[config.mk]
export PLATFORM = sky130hd
export DESIGN_NAME = temporal_capture
export DESIGN_NICKNAME = d
export VERILOG_FILES = /design/src/rtl/temporal_capture.sv
export SDC_FILE = /design/constraint.sdc
export NUM_CORES = 1
export LEC_CHECK = 0
export BUFFER_PORTS_ARGS = -buffer_cell sky130_fd_sc_hd__buf_2
export CORE_ASPECT_RATIO = 1.1
export CORE_MARGIN = 3
export CORE_UTILIZATION = 30
export DETAILED_ROUTE_END_ITERATION = 16
export SKIP_LAST_GASP = 1
export SYNTH_ARGS = -nofsm -noshare
export SYNTH_HDL_FRONTEND = slang
export SYNTH_SLANG_ARGS = --single-unit
export TNS_END_PERCENT = 30
[constraint.sdc]
create_clock -name clk -period 5.65 [get_ports clk]
set_input_delay 0.565 -clock clk [delete_from_list [all_inputs] [get_ports clk]]
set_output_delay 0.565 -clock clk [all_outputs]
set_load 0.03 [all_outputs]
[src/rtl/temporal_capture.sv]
// Temporal capture: folds one 2^WIDTH-step unary window back to a rate code
// and a first-arrival time code, buffered in a 2-entry valid/ready FIFO.
//
// state  | meaning
// S_SYNC | waiting for the first rollover; all samples ignored
// S_ACC  | accumulating a window; each rollover closes it and starts the next
module temporal_capture #(
  parameter int WIDTH = 8
) (
  input  logic             clk,
  input  logic             rst,
  input  logic             enable,
  input  logic [WIDTH-1:0] cnt_in,
  input  logic             rollover_in,
  input  logic             unary_in,
  output logic             out_valid,
  input  logic             out_ready,
  output logic [WIDTH:0]   out_count,
  output logic [WIDTH-1:0] out_first,
  output logic             out_hit,
  output logic             drop
);

  localparam int ENT_W = 2 * WIDTH + 2;
  localparam logic [WIDTH:0] ACC_MAX = {1'b1, {WIDTH{1'b0}}};
  localparam logic [WIDTH:0] ACC_ONE = {{WIDTH{1'b0}}, 1'b1};

  typedef enum logic {S_SYNC, S_ACC} state_t;

  state_t           r_state, w_state_nxt;
  logic [WIDTH:0]   r_acc_count, w_acc_count_nxt;
  logic [WIDTH-1:0] r_first, w_first_nxt;
  logic             r_hit, w_hit_nxt;
  logic             w_close;

  logic [ENT_W-1:0] r_head, r_tail;
  logic             r_head_v, r_tail_v, r_drop;
  logic [ENT_W-1:0] w_entry;
  logic             w_pop;

  always_ff @(posedge clk or posedge rst) begin
    if (rst) begin
      r_state     <= S_SYNC;
      r_acc_count <= '0;
      r_first     <= '0;
      r_hit       <= 1'b0;
    end else begin
      r_state     <= w_state_nxt;
      r_acc_count <= w_acc_count_nxt;
      r_first     <= w_first_nxt;
      r_hit       <= w_hit_nxt;
    end
  end

  // A rollover always restarts the accumulators with its own sample as step 0.
  always_comb begin
    w_state_nxt     = r_state;
    w_acc_count_nxt = r_acc_count;
    w_first_nxt     = r_first;
    w_hit_nxt       = r_hit;
    w_close         = 1'b0;
    if (enable) begin
      if (rollover_in) begin
        w_close         = (r_state == S_ACC);
        w_state_nxt     = S_ACC;
        w_acc_count_nxt = {{WIDTH{1'b0}}, unary_in};
        w_hit_nxt       = unary_in;
        w_first_nxt     = '0;
      end else if (r_state == S_ACC && unary_in) begin
        if (r_acc_count != ACC_MAX) w_acc_count_nxt = r_acc_count + ACC_ONE;
        if (!r_hit) begin
          w_first_nxt = cnt_in;
          w_hit_nxt   = 1'b1;
        end
      end
    end
  end

  assign w_entry = {r_acc_count, r_first, r_hit};
  assign w_pop   = r_head_v & out_ready;

  // Head is cleared whenever it empties so the outputs read zero when idle.
  always_ff @(posedge clk or posedge rst) begin
    if (rst) begin
      r_head   <= '0;
      r_tail   <= '0;
      r_head_v <= 1'b0;
      r_tail_v <= 1'b0;
      r_drop   <= 1'b0;
    end else if (w_pop) begin
      if (r_tail_v) begin
        r_head <= r_tail;
        if (w_close) begin
          r_tail <= w_entry;
        end else begin
          r_tail   <= '0;
          r_tail_v <= 1'b0;
        end
      end else if (w_close) begin
        r_head <= w_entry;
      end else begin
        r_head   <= '0;
        r_head_v <= 1'b0;
      end
    end else if (w_close) begin
      if (!r_head_v) begin
        r_head   <= w_entry;
        r_head_v <= 1'b1;
      end else if (!r_tail_v) begin
        r_tail   <= w_entry;
        r_tail_v <= 1'b1;
      end else begin
        r_drop <= 1'b1;
      end
    end
  end

  assign out_valid                       = r_head_v;
  assign {out_count, out_first, out_hit} = r_head;
  assign drop                            = r_drop;

endmodule
==> impl_metrics.json <==
{
  "fp.dieH_um": 105.5,
  "place_congestion": 0.8410,
  "clock-sinks": 58,
  "fin_ws_ps": 3221,
  "crit_arrival_ps": 2700,
  "cts-root-buf": "clkbuf_8",
  "rsz0062_at_grt": "false",
  "syn_to_final_growth_pct": 15.38,
  "synth.distinct_cells": 43,
  "ys_seq_area_share_pct": 53.75,
  "synthTopCellsByArea": "dfrtp_1 (54%), nand2_1 (6.8%), nand3_1 (4.8%)",
  "yosys.area.top_type": "dfrtp_1",
  "drive_above_1_share_pct": 18.69,
  "totalWireLength_um": 6561,
  "cp.required_ps": 5920,
  "reg2reg_depth": 6,
  "vias_per_cell": 5.248,
  "post_cts_resized": 0,
  "wire_per_inst_um": 15.77,
  "rows": 35,
  "die_w_um": 96.46,
  "clock.fmax_ghz": 0.4117,
  "synth_enable_flop_cells": 0,
  "hold_violations": 0,
  "htree_levels": 3,
  "worst_setup_path_start_kind": "flop",
  "synth-seq-cells": 58,
  "start_util_pct": 31.46,
  "clk_pin_slew_ps": 70,
  "pin_count": 34,
  "synth.avg_cell_area_sq_um": 9.854,
  "async_reset_ff_share_pct": 100.0,
  "grt_pass1_wl_um": 10760,
  "placed_cell_area_sq_um": 2912,
  "portBuffers": 33,
  "worstPathMaxFanout": 18,
  "setup_tns_ps": 0,
  "clockBufferDepth": 2,
  "dp_slack_ps": 3227,
  "core_area_sq_um": 8583,
  "ys.flop_type": "dfrtp_1",
  "drt_first_iter_violations": 245,
  "syn-num-nets": 291,
  "antenna_found_initial": 0,
  "die_area_sq_um": 10180,
  "ant_nets": 0,
  "critical_path_class": "reg2reg",
  "p_leak_uw": 0.001574,
  "gr-total-overflow": 0,
  "vias": 2183,
  "drcViolationCount": 0,
  "worst_pin_slew_ps": 785.4,
  "maxCapViolations": 0,
  "power.density_nw_per_um2": 387.8,
  "dpl.hpwl_um": 4289,
  "drv_slew": 0,
  "grt_usage_pct": 13.83,
  "p_total_uw": 1208,
  "outcome": "finished clean",
  "antennaDiodeCount": 0,
  "yosys_warnings": 0,
  "setup_viol_count_final": 0,
  "first_global_vias": 2092,
  "skew_ps": 6.822,
  "syn_inst": 274,
  "grt_max_degree": 59,
  "n_fill_cell": 897,
  "ir_worst_vdd_v": 0.0001082,
  "cts-buffers-inserted": 9,
  "min_path_type": "in2async",
  "final_cells": 416,
  "synth_top_area_share_pct": 53.75,
  "min_period_over_period_pct": 42.99,
  "slew_headroom_pct": 47.33,
  "synthesis.area_sq_um": 2700,
  "cts_hold_buf": 0,
  "final_common_cell": "dfrtp_1",
  "final_area_sq_um": 3115,
  "cts_tree": "done",
  "most-common-layout-cells": "dfrtp_1 (58), nand2_1 (49), buf_2 (33)",
  "nNetsFinal": 318,
  "clk_latency_ps": 340,
  "min_period_ps": 2429,
  "post_cts_buffers": 0,
  "first_pass_iters": 6,
  "critPathCaptureType": "flop",
  "numPlacedInstances": 401
}
-- metal layers --
metal / vias to the layer above / part of all wire, % / global-route usage, %
met5: - / 0 / 0
met2: 64 / 47 / 20.46
li1: 1035 / - / -
met3: 9 / 6.7 / 4.640
met4: 0 / 1.2 / 5.511
met1: 1075 / 45 / 18.46
-- cells in the mapped netlist (2+ instances only) --
library cell  count
a21oi_1           7
buf_2             8
clkbuf_1          5
nor2_1           14
ha_1              3
a22o_1            8
and2_1            2
dfrtp_1          58
a222oi_1          9
o211ai_1          3
nor4_1            2
nand2_1          49
inv_1            15
a31oi_1           5
nand3b_1          3
o21ai_0          11
nand4_1           2
nor3_1            4
nand3_1          26
nand2b_1          2
buf_4             4
o31ai_1           2
a21o_1            4
a221oi_1          4
a221o_1           4
nor2b_1           2
and3_1            2
-- final cells by class --
| type | instances | area (sq um) | area share (%) |
|---|---|---|---|
| Tap cell | 111 | 138.9 | 4.458 |
| Inverter | 15 | 56.30 | 1.807 |
| Multi-Input combinational cell | 183 | 1092 | 35.06 |
| Sequential cell | 58 | 1451 | 46.59 |
| Timing Repair Buffer | 34 | 172.7 | 5.542 |
| Clock inverter | 2 | 35.03 | 1.124 |
| Clock buffer | 13 | 168.9 | 5.422 |
-- logic make-up after synthesis --
family / count (synthesis) / share of synthesized area [%]
buffers and inverters: 33 / 5.792
AO/OA/AOI/OAI: 64 / 17.93
AND/OR/NAND/NOR: 116 / 21.13
adder cells (fa/ha/maj): 3 / 1.390
flip-flops: 58 / 53.75
-- report_power, final --
group | leakage (uW) | switching (uW) | internal, uW
Sequential | 0.000769 | 63.7 | 488
Combinational | 0.000699 | 174 | 86.7
Clock | 0.000106 | 159 | 237
Total | 0.00157 | 397 | 811
-- metrics by stage --
| step | hold WS [ps] | util [%] |
|---|---|---|
| after floorplan | 438.7 | - |
| after detailed placement | 455.8 | 33.92 |
| final | 427.7 | 36.30 |
| after global placement | 448.6 | 33.92 |
| after CTS | 432.2 | 36.30 |
| after global routing | 429.0 | 36.30 |
-- path summary, 6_finish.rpt --
check                                       from                         end  slack [ps]
max                        out_valid$_DFFE_PP0P_      r_tail[13]$_DFFE_PP0P_        3220
min                                          rst       r_head[6]$_DFFE_PP0P_         430
max reg2reg                out_valid$_DFFE_PP0P_      r_tail[13]$_DFFE_PP0P_        3220
min reg2reg                     drop$_DFFE_PP0P_            drop$_DFFE_PP0P_         470
max in group asynchronous                    rst  r_acc_count[6]$_DFFE_PP0P_        4740
min in group clk                       cnt_in[1]      r_first[1]$_DFFE_PP0P_         440
-- state kept, by name (all words and copies together) (netlist names) --
| name | flops |
|---|---|
| r_acc_count | 9 |
| r_tail | 18 |
| r_tail_v | 1 |
| r_state | 1 |
| r_hit | 1 |
| r_first | 8 |
| drop | 1 |
| r_head | 18 |
| out_valid | 1 |
-- worst max-delay path, stage by stage, from the launching register on --
cell      delay (ps)
dfrtp_1          630
and2_1           330
ha_1             270
nor2b_1          180
a21boi_2         660
nand3_1          170
nand2_1          110
(Power assumes the default switching activity.)
